--- src/rtl/adder_tree_pkg.sv ---
// Shared definitions for the pipelined adder tree and future reduction blocks.
//   tree_levels(n)    : number of pairwise reduction levels for n operands
//   level_width(w, l) : operand width after l lossless pairwise additions
//   is_pow2(n)        : power-of-two test usable in constant expressions
//   pipe_ctl_t        : control word that travels alongside pipeline data
// No ports; this file only holds types, functions and a check macro.

`ifndef ADDER_TREE_IS_POW2
`define ADDER_TREE_IS_POW2(n) (((n) > 0) && ((((n) - 1) & (n)) == 0))
`endif

package adder_tree_pkg;

  typedef struct packed {
    logic valid;
  } pipe_ctl_t;

  function automatic int tree_levels(input int n);
    return $clog2(n);
  endfunction

  // Every pairwise add grows the result by exactly one bit.
  function automatic int level_width(input int w, input int l);
    return w + l;
  endfunction

  function automatic bit is_pow2(input int n);
    return (n > 0) && (((n - 1) & n) == 0);
  endfunction

endpackage

--- src/rtl/adder_tree_pipe_stage.sv ---
// One registered level of the adder tree: adds N_PAIRS adjacent operand pairs
// of IN_W bits and registers the IN_W+1 bit sums together with the valid bit.
// Ports:
//   clk, rst_n  : rising-edge clock, asynchronous active-low reset
//   en          : advance enable (low while the pipeline is stalled)
//   in_valid    : valid bit of the previous level
//   in_data     : 2*N_PAIRS operands, operand k at [k*IN_W +: IN_W]
//   out_valid   : registered valid bit
//   out_data    : N_PAIRS sums, sum p at [p*(IN_W+1) +: IN_W+1]

module adder_tree_pipe_stage
  import adder_tree_pkg::*;
#(
  parameter int IN_W    = 8,
  parameter int N_PAIRS = 1,
  parameter bit SIGNED  = 1'b0
) (
  input  logic                                clk,
  input  logic                                rst_n,
  input  logic                                en,
  input  logic                                in_valid,
  input  logic [2*N_PAIRS*IN_W-1:0]           in_data,
  output logic                                out_valid,
  output logic [N_PAIRS*level_width(IN_W,1)-1:0] out_data
);

  localparam int OUT_W = level_width(IN_W, 1);

  // Widen by one bit before adding so the sum can never overflow.
  function automatic logic [OUT_W-1:0] extend(input logic [IN_W-1:0] v);
    return {(SIGNED ? v[IN_W-1] : 1'b0), v};
  endfunction

  logic [N_PAIRS*OUT_W-1:0] sum_c;

  always_comb begin
    sum_c = '0;
    for (int p = 0; p < N_PAIRS; p++) begin
      sum_c[p*OUT_W +: OUT_W] = extend(in_data[(2*p)*IN_W +: IN_W])
                              + extend(in_data[(2*p+1)*IN_W +: IN_W]);
    end
  end

  // ---- level register: valid and data advance together, hold on stall ----
  always_ff @(posedge clk or negedge rst_n) begin
    if (!rst_n) begin
      out_valid <= 1'b0;
      out_data  <= '0;
    end else if (en) begin
      out_valid <= in_valid;
      out_data  <= sum_c;
    end
  end

endmodule

--- src/rtl/adder_tree_pipe.sv ---
// Fully pipelined binary adder tree. Reduces NUM_IN operands of WIDTH bits to
// full-precision sums, optionally stopping TAP_LEVEL levels short of the root
// to expose 2**TAP_LEVEL partial sums. One vector per clock; a single global
// stall freezes every stage while the output is held by the consumer.
// Ports:
//   clk, rst_n : rising-edge clock, asynchronous active-low reset
//   in_valid   : operand vector valid
//   in_ready   : pipeline accepts this cycle (low only while stalled)
//   in_data    : operand i at [i*WIDTH +: WIDTH]
//   in_mask    : 1 = lane contributes, 0 = lane forced to zero
//   out_valid  : result valid
//   out_ready  : consumer accepts result
//   out_data   : partial sum j at [j*OW +: OW], OW = WIDTH+LEVELS-TAP_LEVEL

module adder_tree_pipe
  import adder_tree_pkg::*;
#(
  parameter int WIDTH     = 64,
  parameter int NUM_IN    = 8,
  parameter bit SIGNED    = 1'b0,
  parameter int TAP_LEVEL = 0,
  localparam int LEVELS   = tree_levels(NUM_IN),
  localparam int NSTG     = LEVELS - TAP_LEVEL,
  localparam int OW       = level_width(WIDTH, NSTG)
) (
  input  logic                          clk,
  input  logic                          rst_n,
  input  logic                          in_valid,
  output logic                          in_ready,
  input  logic [NUM_IN*WIDTH-1:0]       in_data,
  input  logic [NUM_IN-1:0]             in_mask,
  output logic                          out_valid,
  input  logic                          out_ready,
  output logic [(2**TAP_LEVEL)*OW-1:0]  out_data
);

  if (!(`ADDER_TREE_IS_POW2(NUM_IN)) || NUM_IN < 2) begin : g_bad_num_in
    $error("adder_tree_pipe: NUM_IN=%0d must be a power of two >= 2", NUM_IN);
  end
  if (TAP_LEVEL < 0 || TAP_LEVEL >= LEVELS) begin : g_bad_tap
    $error("adder_tree_pipe: TAP_LEVEL=%0d must lie in [0, %0d)", TAP_LEVEL, LEVELS);
  end
  if (WIDTH < 1) begin : g_bad_width
    $error("adder_tree_pipe: WIDTH=%0d must be >= 1", WIDTH);
  end

  // A result sitting at the output that the consumer refuses freezes the
  // whole pipe; bubbles are not collapsed, so the stall is truly global.
  logic stall;
  logic en;

  assign stall    = out_valid && !out_ready;
  assign en       = !stall;
  assign in_ready = en;

  logic [NUM_IN*WIDTH-1:0] masked_c;

  always_comb begin
    masked_c = '0;
    for (int i = 0; i < NUM_IN; i++) begin
      masked_c[i*WIDTH +: WIDTH] = in_data[i*WIDTH +: WIDTH] & {WIDTH{in_mask[i]}};
    end
  end

  // ---- stage 0: masked operands ----
  pipe_ctl_t               ctl_p0;
  logic [NUM_IN*WIDTH-1:0] data_p0;

  always_ff @(posedge clk or negedge rst_n) begin
    if (!rst_n) begin
      ctl_p0  <= '0;
      data_p0 <= '0;
    end else if (en) begin
      ctl_p0.valid <= in_valid;
      data_p0      <= masked_c;
    end
  end

  // ---- stages 1..NSTG: pairwise sums of the previous stage ----
  for (genvar l = 1; l <= NSTG; l++) begin : g_lvl
    localparam int IN_W    = level_width(WIDTH, l - 1);
    localparam int N_PAIRS = NUM_IN >> l;

    logic [2*N_PAIRS*IN_W-1:0]     src_data;
    logic                          src_vld;
    logic                          vld;
    logic [N_PAIRS*(IN_W+1)-1:0]   sum;

    if (l == 1) begin : g_src
      assign src_data = data_p0;
      assign src_vld  = ctl_p0.valid;
    end else begin : g_src
      assign src_data = g_lvl[l-1].sum;
      assign src_vld  = g_lvl[l-1].vld;
    end

    adder_tree_pipe_stage #(
      .IN_W    (IN_W),
      .N_PAIRS (N_PAIRS),
      .SIGNED  (SIGNED)
    ) u_stage (
      .clk       (clk),
      .rst_n     (rst_n),
      .en        (en),
      .in_valid  (src_vld),
      .in_data   (src_data),
      .out_valid (vld),
      .out_data  (sum)
    );
  end

  if (NSTG >= 1) begin : g_out
    assign out_valid = g_lvl[NSTG].vld;
    assign out_data  = g_lvl[NSTG].sum;
  end else begin : g_out
    assign out_valid = 1'b0;
    assign out_data  = '0;
  end

endmodule

--- config.mk ---
export PLATFORM = sky130hd
export DESIGN_NAME = adder_tree_pipe
export DESIGN_NICKNAME = d
export VERILOG_FILES = /design/src/rtl/adder_tree_pkg.sv /design/src/rtl/adder_tree_pipe_stage.sv /design/src/rtl/adder_tree_pipe.sv
export SDC_FILE = /design/constraint.sdc
export NUM_CORES = 2
export LEC_CHECK = 0
export ABC_AREA = 0
export BUFFER_PORTS_ARGS = -buffer_cell sky130_fd_sc_hd__buf_2
export CORE_ASPECT_RATIO = 1.75
export CORE_MARGIN = 4
export CORE_UTILIZATION = 45
export DETAILED_ROUTE_END_ITERATION = 10
export PLACE_DENSITY = 0.66
export SLEW_MARGIN = 20
export SYNTH_ARGS = -nofsm -noshare
export SYNTH_HDL_FRONTEND = slang
export SYNTH_SLANG_ARGS = --single-unit
--- constraint.sdc ---
create_clock -name clk -period 3.3 [get_ports clk]
set_input_delay 0.66 -clock clk [delete_from_list [all_inputs] [get_ports clk]]
set_output_delay 0.66 -clock clk [all_outputs]
set_load 0.05 [all_outputs]
# After elaboration in Yosys (flattened, before gate mapping)
# Index checks and enable logic that the tools add are counted.
# totals
ff_bits	975
in_bits	524
output_inout_bits	69
elab_cells	26
# classes
n_addsub	7
n_bitwise	8
n_reduce_logical	3
# ops
cell	count
bitwise AND 64 bit	8
adder 64 x 64 -> 65 bit	4
adder 65 x 65 -> 66 bit	2
adder 66 x 66 -> 67 bit	1
zero test 1 bit	2
logical AND 1 bit	1

# Logic depth before layout (Yosys ltp)
# depth
depth_word	3
depth_mapped	14
mapped_depth_nobuf	14

# Modules after synthesis
# From an unflattened synthesis, not the netlist that was laid out.
# unflattened
hier_cells	7380
hier_area_um2	68336.8
# by_module_without_submodules
mod	n_inst	cells_per_inst	area_per_inst_um2	seq_area_each_um2
adder_tree_pipe_stage at g_lvl[1].u_stage	1	2879	24842.6	6531.3
adder_tree_pipe	1	2278	24165.7	12837.3
adder_tree_pipe_stage at g_lvl[2].u_stage	1	1493	12874.8	3328.2
adder_tree_pipe_stage at g_lvl[3].u_stage	1	730	6453.7	1701.6

# Least setup slack after synthesis
# Ideal clock, no wire load.
# synth_timing
path_kind	register -> register
start	reg data_p0[299]
end	reg g_lvl[1].u_stage.out_data[193]
setup_time_ns	0.101
arrival_time_ns	3.361
required_ns	3.199
path_slack_ns	-0.162
stages_incl_launch_ff	11
n_path_buf	1
period_less_slack_ns	3.462
path_cell_list	dfrtp_1 > ha_1 > clkbuf_1 > nand4_1 > or3_1 > or4_1 > o21a_1 > or4_1 > o211ai_1 > mux2_2 > nor4_1
# synth_between
elab_chain_len	1
# synth_lines
item	line	source
from (decl)	adder_tree_pipe.sv:67	logic [NUM_IN*WIDTH-1:0] data_p0;
from (signal assigned)	adder_tree_pipe.sv:75	data_p0 <= masked_c;
adder 64 x 64 -> 65 bit	adder_tree_pipe_stage.sv:40	+ extend(in_data[(2*p+1)*IN_W +: IN_W]);
to (signal assigned)	adder_tree_pipe_stage.sv:51	out_data <= sum_c;
to (decl)	adder_tree_pipe_stage.sv:24	output logic [N_PAIRS*level_width(IN_W,1)-1:0] out_data
# No other way between the ends.
# A chain may end at the register's enable or synchronous reset.

# Worst setup path in the final report
# layout_timing
start	reg g_lvl[1].u_stage.out_data[195]
end	reg g_lvl[2].u_stage.out_data[124]
# layout_between
elab_chain_len	1
# layout_lines
item	line
adder 65 x 65 -> 66 bit	adder_tree_pipe_stage.sv:40
to (signal assigned)	adder_tree_pipe_stage.sv:51
to (decl)	adder_tree_pipe_stage.sv:24
# No other way between the ends.

==> flow_summary.json <==
{
  "grt_pass1_wl_mm": 339,
  "worst_pin_slew_ns": 1.22,
  "rsz0062_at_grt": "true",
  "h-tree-depth": 3,
  "drv_slew": 0,
  "synthesis.area_mm2": 0.0617,
  "ant_nets": 0,
  "status": "finished with violations",
  "clock_skew_ns": 0.0277,
  "area_growth_pct": 27.2,
  "synth-edff-count": 0,
  "ys_seq_area_share_pct": 39.5,
  "hold_path.class": "primary input to flop",
  "fillerInstances": 12600,
  "initialDrtViolationCount": 3526,
  "die_h_um": 498,
  "synth_mux_area_share_pct": 0.192,
  "synthArstFlopShare_pct": 100,
  "gp_congestion": 0.996,
  "vias": 59500,
  "antenna_found_initial": 2,
  "end_kind": "flop",
  "wire_per_inst_um": 21.4,
  "grt_use_total_pct": 30.4,
  "p_int_uw": 46100,
  "finalWirelength_mm": 226,
  "ir_drop_uv": 552,
  "nets": 9652,
  "min_period_over_period_pct": 105,
  "dr.pass1.iters": 5,
  "cts_made_buffers": 95,
  "use_met3_pct": 3.76,
  "synthXorXnorAreaFrac_pct": 5.70,
  "synth_top_flop_cell": "dfrtp_1",
  "grt_use_met1_pct": 30.9,
  "synth_top_family_by_area": "simple AND/OR/NAND/NOR gates",
  "cts_tree": "yes",
  "grt_use_met2_pct": 56.0,
  "drc": 0,
  "grt_start_max_net_pins": 192,
  "p_leak_uw": 0.0386,
  "critical_path_class": "flop to flop",
  "clk_pin_slew_worst_paths_ns": 0.07,
  "io_buffers": 592,
  "dieArea_mm2": 0.143,
  "cp_slowest_stage_delay_ns": 0.45,
  "power_density_mw_per_mm2": 1120,
  "combPwrFrac_pct": 63.2,
  "setup_violations": 27,
  "gr-total-overflow": 0,
  "violations": "setup timing",
  "syn_inst": 7553,
  "fmax_mhz": 288,
  "dp_slack_ns": -0.616,
  "critPathMaxFanout": 3,
  "pwr-share-clk_pct": 12.8,
  "num_rows": 179,
  "ys.warnings.count": 0,
  "ios": 593,
  "synth_simple_gate_area_share_pct": 22.3,
  "avgViaCountPerCell": 5.63,
  "switching_share_pct": 47.8,
  "post_synth_fa_ha_maj_area_fraction_pct": 9.39,
  "clock-root-buffer": "clkbuf_16",
  "slew_headroom_pct": 17.9,
  "avgSynthCellArea_um2": 8.18,
  "cp-start-kind": "flop",
  "top_usage_layer": "met2",
  "final_hold_viol_count": 0,
  "cp_data_required_time_ns": 3.96,
  "drive_gt1_share_pct": 23.9,
  "netlist-cell-type-count": 82,
  "dp.cells": 10300,
  "cp.arrival_ns": 4.13,
  "holdWs_ns": 0.130,
  "final_common_cell": "nand2_1",
  "ys_ff_latch": 975,
  "fin_cells": 10600,
  "synth-compound-area-share_pct": 19.5,
  "core_mm2": 0.136,
  "cts.sinks": 975,
  "dpl.hpwl_mm": 181,
  "die_w_um": 288,
  "clkLatencyLatePin_ns": 0.73,
  "cts_buffer_depth": 3,
  "grt_pass1_vias": 60300,
  "seqPwrFrac_pct": 24.1,
  "fin_crit_ns": 3.47,
  "final_cell_mix": "nand2_1, dfrtp_1, buf_4",
  "setup_ws_ns": -0.171,
  "p_switching_uw": 42200,
  "start_util_pct": 45.3,
  "cap_violations": 0,
  "syn_nets": 8536,
  "crit_chain": "ha_2, inv_2, fa_2, nor2b_4, o2111ai_4, a2111oi_4, o31ai_4, a2111oi_2, buf_4, nor3b_2, o41a_1, nor3_1, nor2_1, xor2_1, a21oi_1",
  "slowest_stage": "a2111oi_4"
}
## cell families after synthesis
family	count (synthesis)
muxes	11
xor gates and xnor gates	402
AOI/OAI and AO/OA	1973
and+or+nand+nor	3169
buffers and inverters	564
DFF	975
adders and majority gates	459
## timing repair
action,in CTS,in global routing
setup buffers,32,48
gates resized for setup,250,366
endpoints found under the setup margin,138,152
endpoints found under the hold margin,37,0
pin swaps,109,228
hold buffers,1,0
## sequential cells by signal, summed over array words and instances, names as in the netlist
| register | cells |
|---|---|
| g_lvl.u_stage.out_data | 459 |
| g_lvl.u_stage.out_valid | 3 |
| data_p0 | 512 |
| ctl_p0 | 1 |
## critical path, delay by kind of cell (launching register included)
kind | cells | cell delay, ns
compound gates | 6 | 1.66
fa+ha+maj | 2 | 0.55
simple gates | 4 | 0.44
flops | 1 | 0.36
buf+inv | 2 | 0.22
xor+xnor | 1 | 0.15
## Yosys cell counts (35+ instances only)
cell type	instances	area [um^2]
nand2_1	1566	5880
dfrtp_1	975	24400
a21oi_1	761	3810
nand3_1	613	3070
nor2_1	561	2110
ha_1	452	5660
o21ai_0	414	2070
clkbuf_1	405	1520
a21o_1	263	1970
xnor2_1	222	1940
xor2_1	180	1580
nand4_1	126	788
inv_1	117	439
o21bai_1	78	586
nor3_1	66	330
a211oi_1	63	473
a31oi_1	55	344
nor2b_1	46	288
o31ai_1	46	345
nand2b_1	45	282
o21a_1	42	315
buf_1	39	146
o211ai_1	35	263
## routing by layer
metal | wire length [um] | part of all wire [%]
met5 | 0 | 0
met2 | 116000 | 51
met1 | 78700 | 35
met3 | 9700 | 4.3
met4 | 21700 | 9.6
## worst paths after layout
kind                                                              end  cells after the start                                  startpoint  slack (ns)
max                        g_lvl[2].u_stage.out_data[124]$_DFFE_PN0N_                     15  g_lvl[1].u_stage.out_data[195]$_DFFE_PN0N_       -0.17
min in group asynchronous                     data_p0[65]$_DFFE_PN0N_                      2                                       rst_n        0.46
min reg2reg                                   data_p0[91]$_DFFE_PN0N_                      2                     data_p0[91]$_DFFE_PN0N_        0.47
max in group asynchronous   g_lvl[2].u_stage.out_data[92]$_DFFE_PN0N_                      3                                       rst_n        1.62
max reg2reg                g_lvl[2].u_stage.out_data[124]$_DFFE_PN0N_                     15  g_lvl[1].u_stage.out_data[195]$_DFFE_PN0N_       -0.17
min                                                ctl_p0$_DFFE_PN0N_                      3                                    in_valid        0.13
## power groups by stage
stage / sequential [uW] / clock (uW) / combinational (uW)
2_1_floorplan: 19800 / 0 / 29500
3_3_place_gp: 21000 / 0 / 50700
3_5_place_dp: 21100 / 0 / 51100
4_1_cts: 21000 / 11500 / 53100
5_1_grt: 21400 / 12000 / 60200
6_report: 21200 / 11300 / 55700
## area by class of cell
type                       count  area (um^2)  share of cell area, %
sequential                   975        24400                   31.1
timing repair buffer        1465        10000                   12.7
multi-input combinational   6014        38200                   48.7
antenna                        6         15.0                 0.0191
tap                         1810         2260                   2.88
clock inverter                50          527                  0.671
clock buffer                 123         2640                   3.36
inverter                     118          450                  0.573
## through the flow
stage	cell area (um^2)	setup TNS, ns	total power [uW]	util (%)
floorplan	61800	-0.128	49300	-
global placement	71800	-20.09	71700	52.7
detailed placement	71800	-21.19	72300	52.7
CTS	76300	-1.51	85600	56.1
global route	78500	-7.87	93600	57.7
finish	78500	-1.80	88200	57.7
Note: power is estimated with default switching activity, not from simulation.
